## src/rtl/arb_merge_rr_mmu_pkg.sv

```systemverilog
// Shared constants and helpers for the per-port buffered merge arbiter.
package arb_merge_pkg;

    localparam int ARB_FIXED = 0;
    localparam int ARB_RR    = 1;

    // Width of a port index; a single-port build still gets a 1-bit id.
    function automatic int pid_width(input int num_ports);
        return (num_ports > 1) ? $clog2(num_ports) : 1;
    endfunction

endpackage

```

## src/rtl/arb_merge_rr_mmu_if.sv

```systemverilog
// Bundle of the N-input / 1-output handshake signals of the merge arbiter.
interface arb_merge_rr_mmu_if #(
    parameter int NUM_PORTS  = 8,
    parameter int DATA_WIDTH = 88
) ();
    import arb_merge_pkg::*;

    localparam int PW = pid_width(NUM_PORTS);

    // Valid/ready: a word moves on a rising edge where valid and ready are both
    // high; valid never waits on ready, and ready (o_free) is registered-only.
    logic [NUM_PORTS-1:0]            i_drive;
    logic [NUM_PORTS*DATA_WIDTH-1:0] i_data;
    logic [NUM_PORTS-1:0]            o_free;
    logic                            o_driveNext;
    logic [DATA_WIDTH-1:0]           o_data;
    logic [PW-1:0]                   o_portId;
    logic                            i_freeNext;

    modport master (
        output i_drive, i_data, i_freeNext,
        input  o_free, o_driveNext, o_data, o_portId
    );

    modport slave (
        input  i_drive, i_data, i_freeNext,
        output o_free, o_driveNext, o_data, o_portId
    );

endinterface

```

## src/rtl/arb_merge_rr_mmu_fifo.sv

```systemverilog
// Per-port synchronous FIFO; depth must be a power of two so pointers wrap naturally.
module sync_fifo_mmu #(
    parameter int DATA_WIDTH = 88,
    parameter int FIFO_DEPTH = 2
) (
    input  logic                  clk,
    input  logic                  rst,
    input  logic                  push,
    input  logic                  pop,
    input  logic [DATA_WIDTH-1:0] din,
    output logic                  full,
    output logic                  empty,
    output logic [DATA_WIDTH-1:0] head
);
    localparam int AW = (FIFO_DEPTH > 1) ? $clog2(FIFO_DEPTH) : 1;
    localparam int CW = $clog2(FIFO_DEPTH) + 1;

    logic [DATA_WIDTH-1:0] mem_q [FIFO_DEPTH];
    logic [AW-1:0]         wr_ptr_q, wr_ptr_d;
    logic [AW-1:0]         rd_ptr_q, rd_ptr_d;
    logic [CW-1:0]         count_q, count_d;
    logic                  do_push, do_pop;

    assign full    = (count_q == CW'(FIFO_DEPTH));
    assign empty   = (count_q == '0);
    assign head    = mem_q[rd_ptr_q];
    assign do_push = push & ~full;
    assign do_pop  = pop & ~empty;

    always_comb begin
        wr_ptr_d = wr_ptr_q;
        rd_ptr_d = rd_ptr_q;
        count_d  = count_q;
        if (do_push) wr_ptr_d = wr_ptr_q + AW'(1);
        if (do_pop)  rd_ptr_d = rd_ptr_q + AW'(1);
        case ({do_push, do_pop})
            2'b10:   count_d = count_q + CW'(1);
            2'b01:   count_d = count_q - CW'(1);
            default: count_d = count_q;
        endcase
    end

    always_ff @(posedge clk or posedge rst) begin
        if (rst) begin
            wr_ptr_q <= '0;
            rd_ptr_q <= '0;
            count_q  <= '0;
        end else begin
            wr_ptr_q <= wr_ptr_d;
            rd_ptr_q <= rd_ptr_d;
            count_q  <= count_d;
        end
    end

    // Storage holds no control state, so it is left out of reset.
    always_ff @(posedge clk) begin
        if (do_push) mem_q[wr_ptr_q] <= din;
    end

endmodule

```

## src/rtl/arb_merge_rr_mmu.sv

```systemverilog
// Merges NUM_PORTS buffered input channels into one registered output stream
// using fixed-priority or round-robin arbitration.
module arb_merge_rr_mmu
    import arb_merge_pkg::*;
#(
    parameter int NUM_PORTS  = 8,
    parameter int DATA_WIDTH = 88,
    parameter int FIFO_DEPTH = 2,
    parameter int ARB_MODE   = ARB_RR
) (
    input logic               clk,
    input logic               rst,
    arb_merge_rr_mmu_if.slave bus
);
    localparam int PW = pid_width(NUM_PORTS);
    localparam int IW = PW + 1;

    logic [NUM_PORTS-1:0]  full, empty, free, push, pop;
    logic [DATA_WIDTH-1:0] head [NUM_PORTS];
    logic                  load_en, grant_valid;
    logic [PW-1:0]         grant_id;
    logic [PW-1:0]         rr_ptr_q, rr_ptr_d;
    logic                  valid_q, valid_d;
    logic [DATA_WIDTH-1:0] data_q, data_d;
    logic [PW-1:0]         pid_q, pid_d;

    for (genvar i = 0; i < NUM_PORTS; i++) begin : g_port
        sync_fifo_mmu #(
            .DATA_WIDTH(DATA_WIDTH),
            .FIFO_DEPTH(FIFO_DEPTH)
        ) u_fifo (
            .clk  (clk),
            .rst  (rst),
            .push (push[i]),
            .pop  (pop[i]),
            .din  (bus.i_data[i*DATA_WIDTH +: DATA_WIDTH]),
            .full (full[i]),
            .empty(empty[i]),
            .head (head[i])
        );
    end

    // Ready depends only on registered occupancy, so a full port stays closed
    // even on the edge its head is popped.
    assign free    = ~full & {NUM_PORTS{~rst}};
    assign push    = bus.i_drive & free;
    assign load_en = ~valid_q | bus.i_freeNext;

    // Walk downward so the candidate closest to the search start wins.
    always_comb begin
        logic [IW-1:0] idx;
        grant_valid = 1'b0;
        grant_id    = '0;
        idx         = '0;
        for (int j = NUM_PORTS - 1; j >= 0; j--) begin
            idx = ((ARB_MODE == ARB_RR) ? {1'b0, rr_ptr_q} : IW'(0)) + IW'(j);
            if (idx >= IW'(NUM_PORTS)) idx = idx - IW'(NUM_PORTS);
            if (!empty[idx[PW-1:0]]) begin
                grant_valid = 1'b1;
                grant_id    = idx[PW-1:0];
            end
        end
    end

    always_comb begin
        pop = '0;
        if (load_en && grant_valid) pop[grant_id] = 1'b1;
    end

    always_comb begin
        valid_d  = valid_q;
        data_d   = data_q;
        pid_d    = pid_q;
        rr_ptr_d = rr_ptr_q;
        if (load_en) begin
            valid_d = grant_valid;
            if (grant_valid) begin
                data_d = head[grant_id];
                pid_d  = grant_id;
                if (ARB_MODE == ARB_RR) begin
                    rr_ptr_d = (grant_id == PW'(NUM_PORTS - 1)) ? '0 : grant_id + PW'(1);
                end
            end
        end
    end

    always_ff @(posedge clk or posedge rst) begin
        if (rst) begin
            valid_q  <= 1'b0;
            data_q   <= '0;
            pid_q    <= '0;
            rr_ptr_q <= '0;
        end else begin
            valid_q  <= valid_d;
            data_q   <= data_d;
            pid_q    <= pid_d;
            rr_ptr_q <= rr_ptr_d;
        end
    end

    assign bus.o_free      = free;
    assign bus.o_driveNext = valid_q;
    assign bus.o_data      = data_q;
    assign bus.o_portId    = pid_q;

endmodule

```

## src/flat_wrapper.sv

```systemverilog
// flat-port wrapper written by rule: the top's interface ports become plain ports
module arb_merge_rr_mmu_flat import arb_merge_pkg::*;
#(
    parameter int NUM_PORTS  = 8,
    parameter int DATA_WIDTH = 88,
    parameter int FIFO_DEPTH = 2,
    parameter int ARB_MODE   = ARB_RR
)
  (clk, rst, bus_i_drive, bus_i_data, bus_i_freeNext, bus_o_free, bus_o_driveNext, bus_o_data, bus_o_portId);
  arb_merge_rr_mmu_if #(.NUM_PORTS(NUM_PORTS), .DATA_WIDTH(DATA_WIDTH)) bus_i ();
  input logic clk;
  input logic rst;
  input wire logic [$bits(bus_i.i_drive)-1:0] bus_i_drive;
  input wire logic [$bits(bus_i.i_data)-1:0] bus_i_data;
  input wire logic [$bits(bus_i.i_freeNext)-1:0] bus_i_freeNext;
  output wire logic [$bits(bus_i.o_free)-1:0] bus_o_free;
  output wire logic [$bits(bus_i.o_driveNext)-1:0] bus_o_driveNext;
  output wire logic [$bits(bus_i.o_data)-1:0] bus_o_data;
  output wire logic [$bits(bus_i.o_portId)-1:0] bus_o_portId;
  assign bus_i.i_drive = bus_i_drive;
  assign bus_i.i_data = bus_i_data;
  assign bus_i.i_freeNext = bus_i_freeNext;
  assign bus_o_free = bus_i.o_free;
  assign bus_o_driveNext = bus_i.o_driveNext;
  assign bus_o_data = bus_i.o_data;
  assign bus_o_portId = bus_i.o_portId;
  arb_merge_rr_mmu #(.NUM_PORTS(NUM_PORTS), .DATA_WIDTH(DATA_WIDTH), .FIFO_DEPTH(FIFO_DEPTH), .ARB_MODE(ARB_MODE)) u_core (.clk(clk), .rst(rst), .bus(bus_i));
endmodule
```

## config.mk

```make
export PLATFORM = sky130hd
export DESIGN_NAME = arb_merge_rr_mmu_flat
export DESIGN_NICKNAME = d
export VERILOG_FILES = /design/src/rtl/arb_merge_rr_mmu_pkg.sv /design/src/rtl/arb_merge_rr_mmu_if.sv /design/src/rtl/arb_merge_rr_mmu_fifo.sv /design/src/rtl/arb_merge_rr_mmu.sv /design/src/flat_wrapper.sv
export SDC_FILE = /design/constraint.sdc
export NUM_CORES = 2
export LEC_CHECK = 0
export CAP_MARGIN = 20
export CELL_PAD_IN_SITES_DETAIL_PLACEMENT = 1
export CELL_PAD_IN_SITES_GLOBAL_PLACEMENT = 1
export CORE_ASPECT_RATIO = 0.8
export CORE_MARGIN = 4
export CORE_UTILIZATION = 43
export DETAILED_ROUTE_END_ITERATION = 6
export GPL_TIMING_DRIVEN = 0
export PLACE_DENSITY = 0.72
export SLEW_MARGIN = 20
export SYNTH_ARGS = -nofsm -noshare
export SYNTH_HDL_FRONTEND = slang
export SYNTH_SLANG_ARGS = --single-unit
```

## constraint.sdc

```tcl
create_clock -name clk -period 13.5 [get_ports clk]
set_input_delay 2.7 -clock clk [delete_from_list [all_inputs] [get_ports clk]]
set_output_delay 2.7 -clock clk [all_outputs]
set_load 0.005 [all_outputs]
```

After elaboration in Yosys (flattened, before gate mapping)
Memories as Yosys holds them, arrays and structs flattened. Cells that the tools add are included.

Memories: 8. Word-level logic and storage cells: 257. RAM bits: 1408. Register bits after elaboration: 127.

Memories: u_core.g_port[0].u_fifo.mem_q (depth 2, bits a word 88, read ports 1, clocked after memory_dff 0, write ports 1, line arb_merge_rr_mmu_fifo.sv:18) `logic [DATA_WIDTH-1:0] mem_q [FIFO_DEPTH];`; u_core.g_port[1].u_fifo.mem_q (depth 2, bits a word 88, read ports 1, clocked after memory_dff 0, write ports 1, line arb_merge_rr_mmu_fifo.sv:18); u_core.g_port[2].u_fifo.mem_q (depth 2, bits a word 88, read ports 1, clocked after memory_dff 0, write ports 1, line arb_merge_rr_mmu_fifo.sv:18); u_core.g_port[3].u_fifo.mem_q (depth 2, bits a word 88, read ports 1, clocked after memory_dff 0, write ports 1, line arb_merge_rr_mmu_fifo.sv:18); u_core.g_port[4].u_fifo.mem_q (depth 2, bits a word 88, read ports 1, clocked after memory_dff 0, write ports 1, line arb_merge_rr_mmu_fifo.sv:18); u_core.g_port[5].u_fifo.mem_q (depth 2, bits a word 88, read ports 1, clocked after memory_dff 0, write ports 1, line arb_merge_rr_mmu_fifo.sv:18); +2 memories.

Order comparisons: 19. Bitwise logic cells: 39. Muxes and demuxes: 71. Equal/unequal tests: 25. Add/sub/neg operators: 48. Reductions and logical operators: 19.

Operators with widths (count): binary-select mux 88 bit (select 3 bit) (1); two-way mux 88 bit (2); two-way mux 3 bit (17); < comparator 3 x 4 -> 1 bit (second input constant) (9); two-way mux 1 bit (33); equality test 2 bit (second input constant) (16); >= comparator 4 bit (second input constant) (8); case mux 2 bit (2 select lines) (8); binary-select mux 1 bit (select 3 bit) (8); subtractor 3 x 1 -> 3 bit (second input constant) (8); NOT 1 bit (18); adder 1 bit (second input constant) (16); adder 2 x 1 -> 2 bit (second input constant) (8); adder 3 x 3 -> 4 bit (second input constant) (4); bitwise AND 1 bit (16); bitwise AND 8 bit (2); equality test 2 x 1 -> 1 bit (second input constant) (8); zero test 2 bit (8); nonzero test 2 bit (8); subtractor 2 x 1 -> 2 bit (second input constant) (8); adder 3 x 2 -> 4 bit (second input constant) (2); two-way mux 8 bit (1); NOT 8 bit (1); adder 3 x 1 -> 4 bit (second input constant) (1); other kinds (9) (10).

Longest topological paths before layout
Depth after elaboration: 21. Gate-level depth with buffers: 20. Depth with buffers taken out: 14.

Modules after synthesis
Synthesis repeated with hierarchy kept, for this count alone.

Cell total of the unflattened synthesis: 3925. Area total of the unflattened synthesis: 68092.8 sq um.

Modules (own cells, without submodules): sync_fifo_mmu (seq. area each 5385.2 sq um, times used 8, cells an instance 293, area an instance 6580.1 sq um); arb_merge_rr_mmu (seq. area each 2377.3 sq um, times used 1, cells an instance 1581, area an instance 15452.3 sq um).

Worst setup path before layout
Ideal clock, no wire load.

Path type: in2reg. From: input rst. To: memory u_core.g_port[7].u_fifo.mem_q[0][0] (enable). Stages on the path: 4. Arrival time: 6.904 ns. Path buffers: 1. Slack: 6.061 ns. Data required time: 12.965 ns. Library setup time: 0.535 ns. Cell sequence: clkbuf_1 a21oi_1 nand2_1 nor2_1.

Longest elaborated chain between the ends: 6.

Ends and longest elaborated chain: from (decl) (line flat_wrapper.sv:12) `input logic rst;`; NOT 1 bit (line arb_merge_rr_mmu.sv:45) `assign free = ~full & {NUM_PORTS{~rst}};`; bitwise AND 8 bit (line arb_merge_rr_mmu.sv:45); via bus_o_free[7] (line flat_wrapper.sv:16) `output wire logic [$bits(bus_i.o_free)-1:0] bus_o_free;`; bitwise AND 8 bit (line arb_merge_rr_mmu.sv:46) `assign push = bus.i_drive & free;`; bitwise AND 1 bit (line arb_merge_rr_mmu_fifo.sv:27) `assign do_push = push & ~full;`; two-way mux 1 bit (line arb_merge_rr_mmu_fifo.sv:57) `if (do_push) mem_q[wr_ptr_q] <= din;`; two-way mux 1 bit (not written as such) (line arb_merge_rr_mmu_fifo.sv:57); to (decl) (line arb_merge_rr_mmu_fifo.sv:18).

The timed path passes the listed nets, and every way through them passes these cells.

Final worst setup path
From: register u_core.rr_ptr_q[0]. To: register u_core.data_q[27] (netlist: u_core.bus.o_data[27]).

Longest elaborated chain between the ends: 17. Elaborated cells on any way between the ends: 68.

Ends and longest elaborated chain: from (decl) (line arb_merge_rr_mmu.sv:22) `logic [PW-1:0] rr_ptr_q, rr_ptr_d;`; from (signal assigned) (line arb_merge_rr_mmu.sv:97) `rr_ptr_q <= rr_ptr_d;`; adder 3 x 3 -> 4 bit (line arb_merge_rr_mmu.sv:56) `idx = ((ARB_MODE == ARB_RR) ? {1'b0, rr_ptr_q} : IW'(0)) + IW'(j);`; >= comparator 4 bit or subtractor 3 x 1 -> 3 bit (tied branches) (line arb_merge_rr_mmu.sv:57) `if (idx >= IW'(NUM_PORTS)) idx = idx - IW'(NUM_PORTS);`; two-way mux 3 bit (line arb_merge_rr_mmu.sv:57); binary-select mux 1 bit (select 3 bit) (line arb_merge_rr_mmu.sv:58) `if (!empty[idx[PW-1:0]]) begin`; two-way mux 1 bit (not written as such) (line arb_merge_rr_mmu.sv:58); two-way mux 3 bit (8 in a row) (line arb_merge_rr_mmu.sv:58); NOT 3 -> 4 bit (not written as such) (line arb_merge_rr_mmu.sv:78) `data_d = head[grant_id];`; binary-select mux 88 bit (select 3 bit) (line arb_merge_rr_mmu.sv:78); two-way mux 88 bit (not written as such) (2 in a row) (line arb_merge_rr_mmu.sv:78); to (signal assigned) (line arb_merge_rr_mmu.sv:95) `data_q <= data_d;`; to (decl) (line arb_merge_rr_mmu.sv:24) `logic [DATA_WIDTH-1:0] data_q, data_d;`.

Parallel ways exist; a longest one is shown, timed or not. The select of a mux whose other input is x is not followed. A chain may end at the register's enable or synchronous reset.

==> key figures <==
Floorplanning
  – Die Area: 158200 um^2
  – Ports: ~800
  – Core area: 150300 um^2
  – Die Ht: 356.5 um
  – Initial Utilization: 43.43%
  – Row cnt: 127
  – Die W: around 440 um

Power and ir drop
  – NetSw: between 9 and 10 mW
  – Logic pwr share: between 50% and 60%
  – Pint: about 12 mW
  – Clock share of power: 19.8%
  – Switching share of total power: 45.25%
  – Pwr Total: 22.01 mW
  – PwrDens: approximately 270 nW/um^2
  – VDD IR max: between 0.15 and 0.2 mV
  – Reg power frac: 28.6%
  – Static Leak: 28.02 nW

Synth
  – EDFF count, synth: around 1400
  – Synthesized flop and latch total: 1535
  – Netlist cell types: 72
  – Sequential element share of the synthesized area: 69.63%
  – Top cell type by total area after synthesis: edfxtp_1
  – Asr flop ratio synth: 8.274%
  – Share of the synthesized area in the top cell type: 64.76%
  – YS warnings: 0
  – Synthesized cell area: 65280 um^2
  – Syn Inst Count: 4426
  – Post-Synthesis Net Count: 5152
  – Synth area leaders: edfxtp_1 (65%), mux2_2 (8.0%), dfrtp_1 (4.9%), mux2i_1 (3.9%), nor2_1 (3.5%)
  – Ys flop type: edfxtp_1
  – Average cell area after synthesis: 14.75 um^2

Timing
  – Max Transition Viols Final: 0
  – Endpoints failing hold: 0
  – Max_slew headroom: under 10%
  – Setup_tns: 0 ps
  – Tcrit/Tclk final: 58.89%
  – Max Fclk: 125.8 MHz
  – Final min period: 7950 ps
  – Setup violations, final: 0
  – Layout Skew: 36.25 ps
  – Final worst-path setup slack: approximately 5600 ps
  – Measured slew at the worst slew-check pin: between 1000 and 1500 ps
  – RSZ-0062 raised after global routing: no

Global routing
  – GRT Total Usage: 30.78%
  – Grt ovf: 0
  – Pin count of the biggest net entering global routing: 70
  – Number of antenna violations at the first check in global routing: ~150
  – Number of global-route vias before repair: 46740
  – First-pass GRT wire length: between 300000 and 400000 um

Clocking
  – Clock tree root driver cell: clkbuf_16
  – Clk_lat worst skew: 810 ps
  – Clock Path Buffers: 3
  – CTS tree: yes
  – Cts bufs inserted: 159
  – Clock sink count: 1535
  – CTS-repair resized insts: 0
  – Clock transition at path regs: 60 ps
  – H-tree Lvls: 4
  – CTS Hold Bufs: 0
  – Post-CTS Setup Inserts: 0

Layout
  – Most common cell after layout, fill and taps aside: edfxtp_1
  – Most frequent cells in the layout: edfxtp_1 (1408), clkdlybuf4s50_1 (813), nor2_1 (594)
  – Share of cells above drive strength 1: 15.55%
  – Layout Area Growth over Synthesis: 26.71%
  – Final #Nets: between 6000 and 7000
  – Design area: 82720 um^2

Critical path
  – WP data arrival: 8560 ps
  – Critical-path cell list: inv_1 -> clkbuf_1 -> clkbuf_1 -> clkbuf_1 -> ha_1 -> buf_2 -> inv_1 -> mux4_2 -> a311o_1 -> a31oi_1 -> nand2_2 -> inv_2 -> buf_2 -> buf_2 -> a211oi_1 -> o21ai_0 -> nand4_1
  – Reg2Reg Launch Point: u_core.rr_ptr_q[0]
  – CP Max Fanout: 10
  – WS Path Type: flop to flop
  – Largest delay share family, worst path: buffers and inverters
  – Buf/Inv on CP: 9
  – Crit end category: flop
  – Setup crit start kind: flop
  – Critical Path Start: u_core.rr_ptr_q[0]
  – Slowest cell on crit path: o21ai_0
  – CP max stage delay: 1030 ps
  – Req. time, crit path: ~14000 ps

Flow run
  – Max Cap Viol: 0

Detailed routing
  – Vias: roughly 46000
  – Vias/cell: around 6
  – Pre-Repair DR Iteration Count: 5
  – Routed len/inst: 32.59 um
  – Final WL: roughly 250000 um
  – Residual DRC: 0
  – Number of DRC markers in iteration 0: 4858
  – Antenna-violating nets left: 0

Placement
  – RePlAce Congestion: between 0.9 and 1
  – HPWL after detailed placement: 187100 um
  – Port buffer count: 813
  – Setup slack after placement: 5592 ps
  – Placed Area: ~77000 um^2

Hold path
  – HP Start: u_core.bus.o_data[50]
  – Worst hold path class: flop to flop

Status
  – Outcome: complete, no violations
==> metrics by stage <==
step,hold slack (ps),util [%],instances
after global placement,463.7,50.51,7238
after floorplan,460.4,-,4426
after detailed placement,469.5,51.48,7298
after global routing,506.9,55.00,7677
final,481.3,55.03,7696
after CTS,482.2,54.84,7591
==> synthesized netlist by cell type (all sizes together) (3+ instances only) <==
cell type,n
mux2,462
nor4,149
nand2b,3
or2,5
nor2b,4
o22ai,87
xor2,17
mux4,10
o221ai,83
nand4,75
o211ai,3
o22a,79
nand3,26
ha,11
clkbuf,246
nor3,23
and3,18
a211oi,155
o32a,6
edfxtp,1408
xnor2,27
a2111oi,22
a21boi,10
nor4b,3
or4b,3
a21oi,30
dfrtp,127
mux2i,252
o21ai,84
inv,16
nand2,157
a221oi,3
o31ai,3
buf,89
a21o,11
a31oi,16
a211o,73
nor2,602
==> flip-flops by register name, indices dropped and copies added, names as in the netlist <==
register and cells:
u_core.g_port.u_fifo.count_q 16, u_core.g_port.u_fifo.rd_ptr_q 8, u_core.bus.o_data 88, u_core.bus.o_portId 3
u_core.g_port.u_fifo.wr_ptr_q 8, u_core.g_port.u_fifo.mem_q 1408, u_core.bus.o_driveNext 1, u_core.rr_ptr_q 3
==> path summary, 6_finish.rpt <==
| check | end | slack, ps | cells past startpoint |
|---|---|---|---|
| setup / recovery | u_core.bus.o_data[27] | 5550 | 17 |
| hold / removal | u_core.bus.o_data[50] | 480 | 2 |
| setup reg to reg | u_core.bus.o_data[27] | 5550 | 17 |
| hold reg to reg | u_core.bus.o_data[50] | 480 | 2 |
| max in group asynchronous | u_core.bus.o_data[49] | 10330 | 3 |
| min in group asynchronous | u_core.rr_ptr_q[1] | 2310 | 2 |
==> area by class of cell <==
class / count / area [um^2]
plain buffers: 335 / 1368
repair buffers: 875 / 9407
well taps: 1999 / 2501
clock buffers: 209 / 4289
flip-flops and latches: 1535 / 45460
inverters: 16 / 67.56
clock inverters: 84 / 772.0
diodes: 103 / 257.7
multi-input cells: 2540 / 18600
fillers: 14540 / 67600
==> cells by family (layout without fill, tap and decap cells) <==
family,count (synthesis),after routing,synth area share (%)
other,0,103,0
AND/OR/NAND/NOR,1077,1077,7.409
flip-flops,1535,1535,69.63
adder cells (fa/ha/maj),11,11,0.2108
XOR/XNOR,44,44,0.5903
multiplexers,724,724,12.18
AO/OA/AOI/OAI,684,684,7.823
buffers and inverters,351,1519,2.156
==> worst min-delay path, cell delays in order (launching register included) <==
cell and delay, ps:
dfrtp_1 340, nand2_1 50, nand4_1 60
==> routing by layer <==
metal / global-route usage [%] / part of all wire (%) / vias to the layer above
met1: 40.47 / 40 / 23430
met5: 0 / 0.13 / -
met4: 17.55 / 5.2 / 46
li1: - / - / 19530
met2: 47.03 / 46 / 2187
met3: 7.471 / 8.7 / 491
==> power groups by stage <==
| stage | Clock (mW) | Combinational (mW) | Sequential [mW] |
|---|---|---|---|
| 6_report | 4.36 | 11.4 | 6.29 |
| 5_1_grt | 4.62 | 11.9 | 6.34 |
| 4_1_cts | 4.41 | 11.1 | 6.28 |
| 3_5_place_dp | 0 | 11.1 | 6.38 |
| 3_3_place_gp | 0 | 10.5 | 6.47 |
| 2_1_floorplan | 0 | 6.03 | 6.37 |
No activity file was read; power rests on OpenSTA's default activity.
